**config.mk**
```make
export PLATFORM = sky130hd
export DESIGN_NAME = rob_commit_flat
export DESIGN_NICKNAME = d
export VERILOG_FILES = /design/src/rtl/rob_commit_if.sv /design/src/rtl/rob_commit.sv /design/src/flat_wrapper.sv
export SDC_FILE = /design/constraint.sdc
export NUM_CORES = 2
export LEC_CHECK = 0
export CORE_ASPECT_RATIO = 1.4
export CORE_MARGIN = 4
export CORE_UTILIZATION = 40
export DETAILED_ROUTE_END_ITERATION = 10
export SETUP_SLACK_MARGIN = 0.05
export SYNTH_ARGS = -nofsm -noshare
export SYNTH_HDL_FRONTEND = slang
export SYNTH_SLANG_ARGS = --single-unit
```
**constraint.sdc**
```tcl
create_clock -name clk -period 17.6 [get_ports clk]
set_input_delay 3.52 -clock clk [delete_from_list [all_inputs] [get_ports clk]]
set_output_delay 3.52 -clock clk [all_outputs]
set_load 0.005 [all_outputs]
```
**src/rtl/rob_commit_if.sv**
```systemverilog
// Issue / completion / commit bundle for the eonv reorder buffer.
// rob_commit drives the slave side.
interface rob_commit_if #(
  parameter int WIDTH = 32,
  parameter int SIZE  = 8,
  parameter int NTF   = 2
);
  localparam int BITS = $clog2(SIZE);

  logic [4:0]          rl;
  logic [4:0]          rr;
  logic [1:0]          rob_wait;
  logic [1:0]          rob_rdy;
  logic [BITS-1:0]     rob_rl;
  logic [BITS-1:0]     rob_rr;
  logic [WIDTH-1:0]    rob_vl;
  logic [WIDTH-1:0]    rob_vr;
  logic [BITS-1:0]     rob_next;
  logic                full;
  logic [BITS:0]       count;
  logic                new_req;
  logic [2:0]          itype;
  logic [4:0]          rno_i;
  logic [WIDTH-1:0]    imm;
  logic [WIDTH-1:0]    pc_i;
  logic [NTF-1:0]      ntf;
  logic [3*NTF-1:0]    exc_n;
  logic [WIDTH*NTF-1:0] val;
  logic [BITS*NTF-1:0] at;
  logic                cvalid;
  logic [4:0]          rno;
  logic [2:0]          exc;
  logic [2:0]          ctype;
  logic [WIDTH-1:0]    pc;
  logic [WIDTH-1:0]    rval;
  logic [BITS-1:0]     rbus;
  logic                flush;

  modport master (
    output rl, rr, new_req, itype, rno_i, imm, pc_i,
    output ntf, exc_n, val, at,
    input  rob_wait, rob_rdy, rob_rl, rob_rr, rob_vl, rob_vr,
    input  rob_next, full, count,
    input  cvalid, rno, exc, ctype, pc, rval, rbus, flush
  );

  modport slave (
    input  rl, rr, new_req, itype, rno_i, imm, pc_i,
    input  ntf, exc_n, val, at,
    output rob_wait, rob_rdy, rob_rl, rob_rr, rob_vl, rob_vr,
    output rob_next, full, count,
    output cvalid, rno, exc, ctype, pc, rval, rbus, flush
  );
endinterface

```
**src/rtl/rob_commit.sv**
```systemverilog
// Reorder buffer with NTF completion ports, operand forwarding,
// in-order single commit and full flush on an excepting commit.
module rob_commit #(
  parameter int WIDTH = 32,
  parameter int SIZE  = 8,
  parameter int NTF   = 2
) (
  input logic         clk,
  input logic         rst,
  rob_commit_if.slave bus
);
  localparam int BITS = $clog2(SIZE);
  localparam logic [4:0] R_ZERO = 5'd0;
  localparam logic [2:0] EXC_NONE = 3'd0;
  localparam logic [BITS:0] FULL_CNT = (BITS+1)'(SIZE);

  logic [SIZE-1:0]  busy;
  logic [2:0]       typ_q [SIZE];
  logic [4:0]       rno_q [SIZE];
  logic [2:0]       exc_q [SIZE];
  logic [WIDTH-1:0] pc_q  [SIZE];
  logic [WIDTH-1:0] val_q [SIZE];
  logic [31:0]      rrob;
  logic [BITS-1:0]  rmap  [32];
  logic [BITS-1:0]  head;
  logic [BITS-1:0]  tail;
  logic [BITS:0]    cnt;

  logic do_commit;
  logic flush_now;
  logic do_alloc;

  assign do_commit = (cnt != '0) && !busy[head];
  assign flush_now = do_commit && (exc_q[head] != EXC_NONE);
  assign do_alloc  = bus.new_req && (cnt != FULL_CNT) && !flush_now;

  assign bus.rob_wait = {rrob[bus.rl], rrob[bus.rr]};
  assign bus.rob_rdy  = {rrob[bus.rl] & ~busy[rmap[bus.rl]],
                         rrob[bus.rr] & ~busy[rmap[bus.rr]]};
  assign bus.rob_rl   = rmap[bus.rl];
  assign bus.rob_rr   = rmap[bus.rr];
  assign bus.rob_vl   = val_q[rmap[bus.rl]];
  assign bus.rob_vr   = val_q[rmap[bus.rr]];
  assign bus.rob_next = tail;
  assign bus.full     = (cnt == FULL_CNT);
  assign bus.count    = cnt;

  always_ff @(posedge clk) begin
    if (rst) begin
      busy       <= '0;
      rrob       <= '0;
      head       <= '0;
      tail       <= '0;
      cnt        <= '0;
      bus.cvalid <= 1'b0;
      bus.flush  <= 1'b0;
      bus.rno    <= R_ZERO;
      bus.exc    <= EXC_NONE;
      bus.ctype  <= '0;
      bus.pc     <= '0;
      bus.rval   <= '0;
      bus.rbus   <= '0;
    end else begin
      bus.cvalid <= do_commit;
      bus.flush  <= flush_now;
      if (do_commit) begin
        bus.rno   <= rno_q[head];
        bus.exc   <= exc_q[head];
        bus.ctype <= typ_q[head];
        bus.pc    <= pc_q[head];
        bus.rval  <= val_q[head];
        bus.rbus  <= head;
        head      <= head + BITS'(1);
        if (rmap[rno_q[head]] == head)
          rrob[rno_q[head]] <= 1'b0;
      end
      // allocation after the commit clear so a same-rno alloc wins
      if (do_alloc) begin
        busy[tail] <= 1'b1;
        tail       <= tail + BITS'(1);
        if (bus.rno_i != R_ZERO)
          rrob[bus.rno_i] <= 1'b1;
      end
      if (!flush_now) begin
        for (int k = 0; k < NTF; k++) begin
          if (bus.ntf[k] && busy[bus.at[k*BITS +: BITS]])
            busy[bus.at[k*BITS +: BITS]] <= 1'b0;
        end
      end
      cnt <= cnt + (BITS+1)'(do_alloc) - (BITS+1)'(do_commit);
      if (flush_now) begin
        busy <= '0;
        rrob <= '0;
        head <= '0;
        tail <= '0;
        cnt  <= '0;
      end
    end
  end

  // payload storage; later ports overwrite earlier ones on a shared tag
  always_ff @(posedge clk) begin
    if (do_alloc) begin
      typ_q[tail] <= bus.itype;
      rno_q[tail] <= bus.rno_i;
      pc_q[tail]  <= bus.pc_i;
      val_q[tail] <= bus.imm;
      exc_q[tail] <= EXC_NONE;
      if (bus.rno_i != R_ZERO)
        rmap[bus.rno_i] <= tail;
    end
    if (!flush_now) begin
      for (int k = 0; k < NTF; k++) begin
        if (bus.ntf[k] && busy[bus.at[k*BITS +: BITS]]) begin
          exc_q[bus.at[k*BITS +: BITS]] <= bus.exc_n[3*k +: 3];
          if (bus.exc_n[3*k +: 3] == EXC_NONE)
            val_q[bus.at[k*BITS +: BITS]] <= bus.val[k*WIDTH +: WIDTH];
        end
      end
    end
  end
endmodule

```
**src/flat_wrapper.sv**
```systemverilog
// flat-port wrapper written by rule: the top's interface ports become plain ports
module rob_commit_flat 
#(
  parameter int WIDTH = 32,
  parameter int SIZE  = 8,
  parameter int NTF   = 2
)
  (clk, rst, bus_rl, bus_rr, bus_new_req, bus_itype, bus_rno_i, bus_imm, bus_pc_i, bus_ntf, bus_exc_n, bus_val, bus_at, bus_rob_wait, bus_rob_rdy, bus_rob_rl, bus_rob_rr, bus_rob_vl, bus_rob_vr, bus_rob_next, bus_full, bus_count, bus_cvalid, bus_rno, bus_exc, bus_ctype, bus_pc, bus_rval, bus_rbus, bus_flush);
  rob_commit_if #(.WIDTH(WIDTH), .SIZE(SIZE), .NTF(NTF)) bus_i ();
  input logic clk;
  input logic rst;
  input wire logic [$bits(bus_i.rl)-1:0] bus_rl;
  input wire logic [$bits(bus_i.rr)-1:0] bus_rr;
  input wire logic [$bits(bus_i.new_req)-1:0] bus_new_req;
  input wire logic [$bits(bus_i.itype)-1:0] bus_itype;
  input wire logic [$bits(bus_i.rno_i)-1:0] bus_rno_i;
  input wire logic [$bits(bus_i.imm)-1:0] bus_imm;
  input wire logic [$bits(bus_i.pc_i)-1:0] bus_pc_i;
  input wire logic [$bits(bus_i.ntf)-1:0] bus_ntf;
  input wire logic [$bits(bus_i.exc_n)-1:0] bus_exc_n;
  input wire logic [$bits(bus_i.val)-1:0] bus_val;
  input wire logic [$bits(bus_i.at)-1:0] bus_at;
  output wire logic [$bits(bus_i.rob_wait)-1:0] bus_rob_wait;
  output wire logic [$bits(bus_i.rob_rdy)-1:0] bus_rob_rdy;
  output wire logic [$bits(bus_i.rob_rl)-1:0] bus_rob_rl;
  output wire logic [$bits(bus_i.rob_rr)-1:0] bus_rob_rr;
  output wire logic [$bits(bus_i.rob_vl)-1:0] bus_rob_vl;
  output wire logic [$bits(bus_i.rob_vr)-1:0] bus_rob_vr;
  output wire logic [$bits(bus_i.rob_next)-1:0] bus_rob_next;
  output wire logic [$bits(bus_i.full)-1:0] bus_full;
  output wire logic [$bits(bus_i.count)-1:0] bus_count;
  output wire logic [$bits(bus_i.cvalid)-1:0] bus_cvalid;
  output wire logic [$bits(bus_i.rno)-1:0] bus_rno;
  output wire logic [$bits(bus_i.exc)-1:0] bus_exc;
  output wire logic [$bits(bus_i.ctype)-1:0] bus_ctype;
  output wire logic [$bits(bus_i.pc)-1:0] bus_pc;
  output wire logic [$bits(bus_i.rval)-1:0] bus_rval;
  output wire logic [$bits(bus_i.rbus)-1:0] bus_rbus;
  output wire logic [$bits(bus_i.flush)-1:0] bus_flush;
  assign bus_i.rl = bus_rl;
  assign bus_i.rr = bus_rr;
  assign bus_i.new_req = bus_new_req;
  assign bus_i.itype = bus_itype;
  assign bus_i.rno_i = bus_rno_i;
  assign bus_i.imm = bus_imm;
  assign bus_i.pc_i = bus_pc_i;
  assign bus_i.ntf = bus_ntf;
  assign bus_i.exc_n = bus_exc_n;
  assign bus_i.val = bus_val;
  assign bus_i.at = bus_at;
  assign bus_rob_wait = bus_i.rob_wait;
  assign bus_rob_rdy = bus_i.rob_rdy;
  assign bus_rob_rl = bus_i.rob_rl;
  assign bus_rob_rr = bus_i.rob_rr;
  assign bus_rob_vl = bus_i.rob_vl;
  assign bus_rob_vr = bus_i.rob_vr;
  assign bus_rob_next = bus_i.rob_next;
  assign bus_full = bus_i.full;
  assign bus_count = bus_i.count;
  assign bus_cvalid = bus_i.cvalid;
  assign bus_rno = bus_i.rno;
  assign bus_exc = bus_i.exc;
  assign bus_ctype = bus_i.ctype;
  assign bus_pc = bus_i.pc;
  assign bus_rval = bus_i.rval;
  assign bus_rbus = bus_i.rbus;
  assign bus_flush = bus_i.flush;
  rob_commit #(.WIDTH(WIDTH), .SIZE(SIZE), .NTF(NTF)) u_core (.clk(clk), .rst(rst), .bus(bus_i));
endmodule
```
==> summary.md <==
| Metric | Value |
|---|---|
| Comb pwr share | 30.6% |
| Commonest non-fill, non-tap cell in the layout | nand2_1 |
| Psw | roughly 2100 uW |
| RSZ-0062 raised after global routing | false |
| Starting Density | 40.40% |
| Die H | 402.9 um |
| Max_slew headroom | roughly a fifth |
| Crit path buf inv count | 6 |
| Register area | 23570 um^2 |
| Worst Path Max Fanout | 66 |
| Clock transition at the registers of the reported paths | 60 ps |
| Setup tns final | 0 ps |
| Largest net degree at the start of global routing | 132 |
| Layout Skew | 47.96 ps |
| Worst slew pin tran | 1183 ps |
| Top FF cell, synth | edfxtp_1 |
| Tcrit/Tclk final | 68.17% |
| Sequential area share after synthesis | 52.89% |
| Ys Warns | 0 |
| Hold Crit Depth | 2 |
| Remaining global-route overflow | 0 |
| DIE AREA | 116900 um^2 |
| Drt drc | 0 |
| Clk_lat worst skew | 700 ps |
| Final Net Count | about 4000 |
| Critical path data arrival time | ~8500 ps |
| CTS hold repair buffers | 0 |
| First-pass GRT wire length | 223900 um |
| DRT Wirelength | 155400 um |
| Number of global-route vias before repair | 32404 |
| Antenna violations before repair | 31 |
| Routed len/inst | 28.63 um |
| Worst path required time | 14080 ps |
| I/O Pins | 325 |
| CP startpoint kind | input port |
| Tmin final | 12000 ps |
| Via density | ~6.0 |
| Max Clk Rate | 83.35 MHz |
| Cell Chain, Critical Path | clkdlybuf4s50_1 -> buf_4 -> mux4_2 -> mux4_2 -> mux2i_4 -> buf_4 -> inv_2 -> buf_4 -> nand2_1 -> nand3_1 -> nand2_1 -> clkdlybuf4s50_1 |
| Post-DP HPWL | 92720 um |
| Commonest non-fill, non-tap cells in the layout | 742 x nand2_1, 696 x edfxtp_1, 538 x mux2i_1, 321 x clkdlybuf4s50_1, 234 x mux4_2 |
| EDFF count, synth | a little under 700 |
| Root Driver | clkbuf_16 |
| Worst path depth | 12 |
| Fill count | 9907 |
| PortBufs | 324 |
| CP Capture Type | primary output |
| Total CTS buffers | between 80 and 90 |
| Core area | ~110000 um^2 |
| Setup Crit Path Kind | input port to primary output |
| GPL Wtd Cong | 0.9033 |
| Post-CTS sizing | 0 |
| Clock Sinks | 829 |
| Clk pwr share | between 30 and 40% |
| First-pass DRT Iterations | 6 |
| DRT antenna net count | 0 |
| Status | finished, final reports clean |
| Worst R2R Path Depth | 11 |
| Fin. Hold Viols | 0 |
| Mapped cell area | 44550 um^2 |
| Slowest cell delay on critical path | 760 ps |
| Clock Path Buffers | 3 |
| HP Class | flop to flop |
| Worst vdd ir | 116.0 uV |
| H-Tree Depth | 3 |
| Post-Route Utilization | between 40% and 50% |
| Area of the multi-input gates | ~19000 um^2 |
| Die width | just under 300 um |
| Int Pwr | between 4000 and 5000 uW |
| Top delay family on crit path | buffers and inverters |
| Register share of total power | 39.1% |
| LEAKAGE | 0.01831 uW |
| DR vias | around 32000 |
| Cells after synthesis | 3776 |
| # Post-CTS Setup Buffers | 0 |
| Crit-path slowest cell | buf_4 |
| PD cells | 124.9 nW/um^2 |
| Post-Syn Area per Cell | 11.80 um^2 |
| Initial DRC Count | 2923 |
| Ys async rst share | 0% |
| Share of cells above drive strength 1 | 13.15% |
| Sw Share | 32.93% |
| #FFs+latches synth | roughly 830 |
| Max Slew Vio Count | 0 |
| Area Overhead vs Synth | 16.36% |
| Synth unique cells | 59 |
| Max-Cap Viols | 0 |
| Cell mode on critical path | buf_4 |
| Rows | 144 |
| CTS tree | built |
| # setup viols final | 0 |
| Total GRT Usage | roughly a quarter |
## cell families after synthesis
family / after synthesis / share of synthesized area, %
simple gates: 1225 / 11.47
flops: 829 / 52.89
mux: 790 / 24.35
compound gates: 511 / 7.088
buf+inv: 405 / 3.800
fa+ha+maj: 9 / 0.2696
xor+xnor: 6 / 0.1180
other cells: 1 / 0.008417
## power by group through the flow
stage / Clock [uW] / Sequential [uW] / Combinational, uW
finish: 1960 / 2530 / 1980
global route: 2070 / 2550 / 2130
global placement: 0 / 2570 / 1960
detailed placement: 0 / 2570 / 1980
CTS: 1990 / 2530 / 1980
floorplan: 0 / 2500 / 1150
## state kept, by name, summed over array words and instances, names as in the netlist, 4 cells and up, named ones only
register,count
u_core.rrob,32
u_core.bus.rno,5
u_core.bus.count,4
u_core.val_q,256
u_core.rno_q,40
u_core.bus.rval,32
u_core.busy,8
u_core.exc_q,24
u_core.bus.pc,32
u_core.pc_q,256
u_core.typ_q,24
u_core.rmap,96
## synthesized netlist by cell type (19+ instances only)
| cell | number | area [um^2] |
|---|---|---|
| dfxtp_1 | 133 | 2663 |
| buf_1 | 65 | 244.0 |
| buf_4 | 19 | 142.6 |
| o21ai_0 | 224 | 1121 |
| clkbuf_1 | 234 | 878.3 |
| nor3_1 | 19 | 95.09 |
| a31oi_1 | 34 | 212.7 |
| a311oi_1 | 67 | 586.8 |
| edfxtp_1 | 696 | 20900 |
| a211oi_1 | 39 | 292.8 |
| nor2_1 | 216 | 810.8 |
| nand3_1 | 142 | 710.7 |
| and3_1 | 39 | 244.0 |
| o21ai_1 | 70 | 350.3 |
| buf_2 | 63 | 315.3 |
| a22oi_1 | 25 | 187.7 |
| mux2i_1 | 544 | 5445 |
| nand2_1 | 749 | 2811 |
| mux4_2 | 234 | 5270 |
## worst paths after layout
kind / from / end / slack, ps
min: u_core.rrob[0] / u_core.rrob[0] / 470
min reg2reg: u_core.rrob[0] / u_core.rrob[0] / 470
max: bus_rl[1] / bus_rob_vl[26] / 5600
max reg2reg: u_core.head[1] / u_core.val_q[1][31] / 11580
## worst register-to-register path, delay by kind of cell (launching register included)
kind / cells / cell delay, ps
flip-flops: 1 / 730
multiplexers: 1 / 410
buffers and inverters: 3 / 2170
AND/OR/NAND/NOR: 6 / 2180
AO/OA/AOI/OAI: 1 / 130
## layer usage
layer	GRT usage (%)	part of all wire (%)	vias to the layer above
met3	5.155	7.9	377
met2	44.40	49	1483
met1	31.41	38	16231
met5	0	0.10	-
li1	-	-	14319
met4	12.10	4.7	26
## metrics by stage
stage          worst slack (ps)  instance area, um^2  total power [uW]  hold slack (ps)  std cells
2_1_floorplan              7495                44560              3651            419.2       3778
3_3_place_gp               5779                48780              4530            451.0       5252
3_5_place_dp               5665                48780              4549            462.4       5252
4_1_cts                    5668                51790              6505            471.1       5408
5_1_grt                    5473                51820              6752            496.3       5418
6_report                   5602                51840              6473            466.2       5427
## layout make-up
cell class	instances	share of cell area (%)
clock buffer	98	4.192
antenna	19	0.09171
multi-input combinational	2544	37.58
clock inverter	58	1.629
inverter	21	0.1641
sequential	829	45.47
timing repair buffer	398	7.351
tap	1460	3.524
No activity file was read; power rests on OpenSTA's default activity.
